`src/rtl/fetch_stage_pkg.sv`:
```
// rtl/fetch_stage_pkg.sv - shared state encodings and constants for the MIPS32 fetch stage
package fetch_stage_pkg;

    typedef enum logic [1:0] {
        S_IDLE = 2'd0,
        S_WAIT = 2'd1,
        S_HELD = 2'd2,
        S_DROP = 2'd3
    } fetch_state_e;

    // sll $0,$0,0: decodes as an R-format write to $0, so it is a safe bubble
    localparam logic [31:0] NOP_INSTR        = 32'h0000_0000;
    localparam logic [31:0] DEFAULT_RESET_PC = 32'h0000_0000;

    function automatic logic [31:0] pc_plus4(input logic [31:0] pc);
        return pc + 32'd4;
    endfunction

endpackage

```
`src/rtl/fetch_skid.sv`:
```
// rtl/fetch_skid.sv - one-entry holding buffer for an instruction returned while IF/ID is stalled
module fetch_skid (
    input  logic        clk_i,
    input  logic        rst_ni,
    input  logic        load_i,
    input  logic        unload_i,
    input  logic        clear_i,
    input  logic [31:0] instr_i,
    input  logic [31:0] pc_i,
    output logic [31:0] instr_o,
    output logic [31:0] pc_o,
    output logic        full_o
);

    logic [31:0] instr_q;
    logic [31:0] pc_q;
    logic        full_q;

    always_ff @(posedge clk_i or negedge rst_ni) begin
        if (!rst_ni) begin
            instr_q <= 32'h0;
            pc_q    <= 32'h0;
            full_q  <= 1'b0;
        end else if (clear_i) begin
            full_q  <= 1'b0;
        end else if (load_i) begin
            instr_q <= instr_i;
            pc_q    <= pc_i;
            full_q  <= 1'b1;
        end else if (unload_i) begin
            full_q  <= 1'b0;
        end
    end

    assign instr_o = instr_q;
    assign pc_o    = pc_q;
    assign full_o  = full_q;

endmodule

```
`src/rtl/fetch_stage.sv`:
```
// rtl/fetch_stage.sv - IF stage: PC, imem requests, IF/ID register; IF_PERF_CNT_EN adds fetch/bubble counters
module fetch_stage
    import fetch_stage_pkg::*;
#(
    parameter logic [31:0] RESET_PC = DEFAULT_RESET_PC
) (
    input  logic        clock,
    input  logic        reset,
    input  logic        PCWrite,
    input  logic        IFID_Write,
    input  logic        PCSrc,
    input  logic [31:0] branch_target,
    output logic        imem_req,
    output logic [31:0] imem_addr,
    input  logic        imem_valid,
    input  logic [31:0] imem_rdata,
    output logic [31:0] IF_ID_instr,
    output logic [31:0] IF_ID_PCplus4,
    output logic        IF_ID_valid
`ifdef IF_PERF_CNT_EN
    ,
    output logic [31:0] perf_fetched,
    output logic [31:0] perf_bubbles
`endif
);

    fetch_state_e state_q;
    logic [31:0]  pc_q;
    logic [31:0]  req_pc_q;
    logic [31:0]  ifid_instr_q;
    logic [31:0]  ifid_pc4_q;
    logic         ifid_valid_q;

    logic         issue;
    logic         ifid_load;
    logic [31:0]  ifid_instr_d;
    logic [31:0]  ifid_pc4_d;
    logic         ifid_valid_d;
    logic         skid_load;
    logic         skid_unload;
    logic [31:0]  skid_instr;
    logic [31:0]  skid_pc;
    logic         skid_full;

    always_comb begin
        issue = 1'b0;
        if (PCWrite && !PCSrc) begin
            case (state_q)
                S_IDLE:  issue = 1'b1;
                S_WAIT:  issue = imem_valid && IFID_Write;
                S_HELD:  issue = IFID_Write;
                default: issue = 1'b0;
            endcase
        end
    end

    assign imem_req  = issue;
    assign imem_addr = {pc_q[31:2], 2'b00};

    // A redirect forces a bubble into IF/ID even when decode is stalled
    always_comb begin
        ifid_load    = PCSrc || IFID_Write;
        ifid_instr_d = NOP_INSTR;
        ifid_pc4_d   = 32'h0;
        ifid_valid_d = 1'b0;
        skid_load    = 1'b0;
        skid_unload  = 1'b0;
        if (!PCSrc) begin
            if (IFID_Write) begin
                if (state_q == S_WAIT && imem_valid) begin
                    ifid_instr_d = imem_rdata;
                    ifid_pc4_d   = pc_plus4(req_pc_q);
                    ifid_valid_d = 1'b1;
                end else if (state_q == S_HELD && skid_full) begin
                    ifid_instr_d = skid_instr;
                    ifid_pc4_d   = pc_plus4(skid_pc);
                    ifid_valid_d = 1'b1;
                    skid_unload  = 1'b1;
                end
            end else if (state_q == S_WAIT && imem_valid) begin
                skid_load = 1'b1;
            end
        end
    end

    fetch_skid u_skid (
        .clk_i    (clock),
        .rst_ni   (reset),
        .load_i   (skid_load),
        .unload_i (skid_unload),
        .clear_i  (PCSrc),
        .instr_i  (imem_rdata),
        .pc_i     (req_pc_q),
        .instr_o  (skid_instr),
        .pc_o     (skid_pc),
        .full_o   (skid_full)
    );

    always_ff @(posedge clock or negedge reset) begin
        if (!reset) begin
            state_q      <= S_IDLE;
            pc_q         <= RESET_PC;
            req_pc_q     <= RESET_PC;
            ifid_instr_q <= NOP_INSTR;
            ifid_pc4_q   <= 32'h0;
            ifid_valid_q <= 1'b0;
        end else begin
            if (ifid_load) begin
                ifid_instr_q <= ifid_instr_d;
                ifid_pc4_q   <= ifid_pc4_d;
                ifid_valid_q <= ifid_valid_d;
            end
            if (PCSrc) begin
                pc_q <= branch_target;
                // Only a request still in flight after this edge needs draining
                if ((state_q == S_WAIT || state_q == S_DROP) && !imem_valid)
                    state_q <= S_DROP;
                else
                    state_q <= S_IDLE;
            end else begin
                if (issue) begin
                    req_pc_q <= pc_q;
                    pc_q     <= pc_plus4(pc_q);
                end
                case (state_q)
                    S_IDLE: if (issue) state_q <= S_WAIT;
                    S_WAIT: begin
                        if (imem_valid) begin
                            if (!IFID_Write) state_q <= S_HELD;
                            else             state_q <= issue ? S_WAIT : S_IDLE;
                        end
                    end
                    S_HELD: if (IFID_Write) state_q <= issue ? S_WAIT : S_IDLE;
                    S_DROP: if (imem_valid) state_q <= S_IDLE;
                    default: state_q <= S_IDLE;
                endcase
            end
        end
    end

    assign IF_ID_instr   = ifid_instr_q;
    assign IF_ID_PCplus4 = ifid_pc4_q;
    assign IF_ID_valid   = ifid_valid_q;

`ifdef IF_PERF_CNT_EN
    logic [31:0] perf_fetched_q;
    logic [31:0] perf_bubbles_q;

    always_ff @(posedge clock or negedge reset) begin
        if (!reset) begin
            perf_fetched_q <= 32'h0;
            perf_bubbles_q <= 32'h0;
        end else if (ifid_load) begin
            if (ifid_valid_d) perf_fetched_q <= perf_fetched_q + 32'd1;
            else              perf_bubbles_q <= perf_bubbles_q + 32'd1;
        end
    end

    assign perf_fetched = perf_fetched_q;
    assign perf_bubbles = perf_bubbles_q;
`endif

endmodule

```
`config.mk`:
```
export PLATFORM = sky130hd
export DESIGN_NAME = fetch_stage
export DESIGN_NICKNAME = d
export VERILOG_FILES = /design/src/rtl/fetch_stage_pkg.sv /design/src/rtl/fetch_skid.sv /design/src/rtl/fetch_stage.sv
export SDC_FILE = /design/constraint.sdc
export NUM_CORES = 1
export LEC_CHECK = 0
export CAP_MARGIN = 20
export CORE_MARGIN = 2
export CORE_UTILIZATION = 57
export DETAILED_ROUTE_END_ITERATION = 8
export GPL_TIMING_DRIVEN = 0
export PLACE_DENSITY_LB_ADDON = 0.05
export SLEW_MARGIN = 20
export SYNTH_ARGS = -nofsm -noshare
export SYNTH_HDL_FRONTEND = slang
export SYNTH_SLANG_ARGS = --single-unit
```
`constraint.sdc`:
```
create_clock -name clock -period 5.3 [get_ports clock]
set_input_delay 1.06 -clock clock [delete_from_list [all_inputs] [get_ports clock]]
set_output_delay 1.06 -clock clock [all_outputs]
set_load 0.005 [all_outputs]
```
* Word-level counts from Yosys, hierarchy flattened *
Cells that the tools add are included.

storage, ports and cells
  register bits after elaboration = 196
  latch bits = 0
  RAM bits = 0
  memory bits (read-only) = 0
  input bits = 70
  output and inout bits = 98
  logic and storage cells = 69
  memories = 0

cells by class
  $add $sub $neg = 3
  $mul = 0
  div/mod/pow operators = 0
  $lt $le $gt $ge = 0
  equal/unequal tests = 7
  shift operators = 0
  multiplexer cells = 34
  bitwise gates (word level) = 1
  reductions and logical operators = 15

operators by type and width
  operator                 count
  $mux W32                 10
  $add A32 B3 Y32 const B  3
  $mux W1                  15
  $mux W2                  7
  $ne A3 B3 Y1 const B     4
  $pmux W2 S4              1
  $logic_and A1 B1 Y1      5
  $eq A2 B2 Y1 const B     2
  $reduce_and A2 Y1        2
  $reduce_and A4 Y1        1
  $pmux W1 S3              1
  $reduce_bool A3 Y1       1
  $eq A2 B1 Y1 const B     1
  $logic_not A1 Y1         2
  $logic_not A2 Y1         1
  $logic_or A1 B1 Y1       2
  $reduce_bool A2 Y1       1
  $not A1 Y1               1

* Depth between registers and ports, before layout *
  depth in word-level cells = 9
  mapped depth = 8
  gate-level depth less buffers = 6

* Cells and area by module *
A second synthesis with hierarchy kept.

second synthesis, totals
  cells, all modules = 930
  area total of the unflattened synthesis = 9808.2 sq um

modules (own cells, without submodules)
  module       times used  cells each  area each (sq um)  seq. area each (sq um)
  fetch_stage  1           790         7066.8             3278.1
  fetch_skid   1           140         2741.4             1626.6

* Worst setup path before layout *
No wires, ideal clock.

  kind = input to output
  start = input imem_valid
  end = output imem_req
  data arrival time = 2363 ps
  required time = 4240 ps
  setup slack = 1877 ps
  cell stages on the path = 7
  buffers on the path = 2
  cell sequence = nand2b_1 a21boi_1 o21ai_0 nand2b_1 clkbuf_1 buf_1 inv_1

between the ends
  cells in the longest elaborated chain, start to end = 3

ends and longest elaborated chain
  item                 RTL line           source
  from (decl)          fetch_stage.sv:15  input logic imem_valid,
  $logic_and A1 B1 Y1  fetch_stage.sv:50  S_WAIT: issue = imem_valid && IFID_Write;
  $pmux W1 S3          fetch_stage.sv:48  case (state_q)
  $mux W1              fetch_stage.sv:47  if (PCWrite && !PCSrc) begin
  to (decl)            fetch_stage.sv:13  output logic imem_req,

No other way between the ends.

* Worst setup path after layout *
Ends and elaborated chain as after synthesis.

==> results.py <==
metrics = {
    "run_status": {
        "status": "finished, final reports clean",
    },
    "critical_path": {
        "crit_fanout": 10,
        "reg2reg_depth": 5,
        "critPathCaptureType": "output pin",
        "cp_slowest_stage_delay_ns": 0.51,
        "path_delay_family": "buffers and inverters",
        "arrival_ns": 3.87,
        "slowest_stage": "clkdlybuf4s50_1",
        "path_cells": "clkdlybuf4s50_1 -> nand2b_1 -> a21boi_1 -> o21ai_0 -> nand2b_1 -> clkbuf_1 -> buf_1 -> inv_1 -> clkdlybuf4s50_1",
        "critPathKind": "in2out",
        "crit_required_ns": 4.24,
        "path_buf_inv": 5,
        "cp.depth": 9,
        "start_kind": "primary input",
    },
    "yosys": {
        "synth.avg_cell_area_um2": 10.95,
        "synth_edf_count": 0,
        "ys_seq_area_share_pct": 50.91,
        "synthArstFlopShare_pct": 100.0,
        "syn_inst": 880,
        "syn-cell-area_um2": 9634,
        "ys_warn_count": 0,
        "yosysUniqueCellTypes": 52,
        "ys_ff_latch": 196,
        "synthFlopType": "dfrtp_1",
    },
    "sta": {
        "hold_viol_final": 0,
        "slew_headroom_pct": 51.60,
        "rsz0062_at_grt": "false",
        "setup_viol": 0,
        "finalCritPeriodShare_pct": 93.09,
        "max_freq_mhz": 202.7,
        "clock_skew_ns": 0.007438,
        "whs_ns": 0.4877,
        "finalMaxSlewViolations": 0,
        "min_period_ns": 4.934,
        "tightest_slew_ns": 0.7260,
    },
    "placement": {
        "hpwl_um": 18150,
        "place_congestion": 0.8615,
        "portBuffers": 165,
    },
    "route": {
        "dr.first_iter.drc_count": 849,
        "viasPerCell": 6.125,
        "drt_wl_total_um": 25160,
        "firstDrtPassIters": 6,
        "ant_nets": 0,
        "wl_per_cell_um": 19.35,
        "drc": 0,
        "via_count": 7963,
    },
    "global_routing": {
        "grt_first_pass_wirelength_um": 40760,
        "overflow": 0,
        "grtUsageTotal_pct": 28.94,
        "grt_pass1_vias": 7587,
        "antenna_found_initial": 0,
        "grt_max_degree": 82,
    },
    "clocking": {
        "cts_tree": "built",
        "h-tree-depth": 4,
        "clockBufferDepth": 2,
        "ctsHoldBuffers": 0,
        "path_clk_slew_ns": 0.07,
        "post_cts_buffers": 0,
        "clkLatencyLatePin_ns": 0.44,
        "numCtsBuffers": 17,
        "ctsResizeCount": 0,
        "root_buffer": "clkbuf_16",
        "clock-sinks": 196,
    },
    "die": {
        "io_pins": 168,
        "rows": 47,
        "die_w_um": 134.0,
        "core-area_um2": 16520,
        "die_h_um": 134.0,
        "die_area_um2": 17960,
        "start_util_pct": 58.30,
    },
    "pwr": {
        "p_leak_nw": 5.153,
        "total_power_mw": 4.360,
        "p_per_area_nw_per_um2": 357.2,
        "irDropWorstVdd_v": 0.0002654,
    },
    "min_path": {
        "whs_path_depth": 2,
        "hold_class": "reg2reg",
    },
    "finish": {
        "drive_above_1_share_pct": 15.56,
        "n_fill_cell": 1210,
        "final_cell_mix": "dfrtp_1, clkdlybuf4s50_1, mux2_2, clkbuf_1, inv_1",
        "syn_to_final_growth_pct": 26.68,
        "final_common_cell": "dfrtp_1",
        "antenna_cells": 0,
        "nets": 1140,
    },
    "flow_run": {
        "cap_violations": 0,
    },
}
## synthesized netlist by cell type (all sizes together), types with 27 or more instances
master	count	area share [%]
dfrtp	196	51
mux2	95	11
clkbuf	48	1.9
inv	47	1.8
nand2	44	1.7
nor2	41	1.6
buf	37	2.8
a222oi	35	3.6
nand3	35	1.9
o21ai	31	1.6
or4	27	2.1
xnor2	27	2.5
## layer usage
layer  vias to the layer above  global-route usage (%)  wire length [µm]
met5                         -                       0                 0
met3                        35                   4.573              1796
met1                      3940                   43.73             11350
met4                         0                   9.415               461
met2                       351                   43.16             11550
li1                       3637                       -                 -
## state kept, by name (all words and copies together), names as in the netlist
name / cells
state_q: 2
IF_ID_PCplus4: 32
IF_ID_valid: 1
IF_ID_instr: 32
u_skid.full_o: 1
req_pc_q: 32
pc_q: 32
u_skid.pc_o: 32
u_skid.instr_o: 32
## path summary, 6_finish.rpt
path	from	to	slack, ns
setup / recovery	imem_valid	imem_req	0.37
hold / removal	IF_ID_PCplus4[1]	IF_ID_PCplus4[1]	0.49
setup reg to reg	state_q[1]	u_skid.pc_o[10]	2.50
hold reg to reg	IF_ID_PCplus4[1]	IF_ID_PCplus4[1]	0.49
max in group asynchronous	reset	pc_q[27]	3.70
min in group asynchronous	reset	u_skid.pc_o[8]	0.54
## cell families (layout without fill, tap and decap cells)
kind of cell | after synthesis | in the layout | share of synthesized area [%]
adder cells (fa/ha/maj) | 3 | 3 | 0.3897
XOR/XNOR | 46 | 46 | 4.182
buffers and inverters | 132 | 331 | 6.480
AND/OR/NAND/NOR | 235 | 235 | 13.23
flip-flops | 196 | 196 | 50.91
AO/OA/AOI/OAI | 166 | 166 | 13.04
multiplexers | 101 | 101 | 11.73
other | 1 | 2 | 0.03892
## where the power goes
part	total, mW	switching (mW)	internal (mW)
logic	0.874	0.355	0.519
clock network	1.28	0.581	0.699
registers	2.21	0.394	1.81
total	4.36	1.33	3.03
## worst min-delay path: stages, from the launching register on
cell      delay [ns]
dfrtp_1         0.34
a222oi_1        0.06
inv_1           0.05
## layout make-up
cell class	count	area, µm²	share of cell area (%)
inverters	47	176.4	1.446
repair buffers	167	1712	14.03
plain buffers	85	447.9	3.670
flip-flops and latches	196	4905	40.19
clock inverters	14	150.1	1.230
multi-input cells	553	4109	33.67
well taps	220	275.3	2.255
clock buffers	18	429.2	3.517
## stage by stage
stage	utilization [%]	cell area [µm²]	cells	setup slack (ns)	TNS (ns)
2_1_floorplan	-	9638	881	1.877	0
3_3_place_gp	69.99	11560	1266	-4.960	-967.66
3_5_place_dp	70.35	11620	1268	0.3846	0
4_1_cts	73.85	12200	1300	0.3517	0
5_1_grt	73.85	12200	1300	0.2126	0
6_report	73.85	12200	1300	0.3661	0
Power figures use the tool's default switching activity.
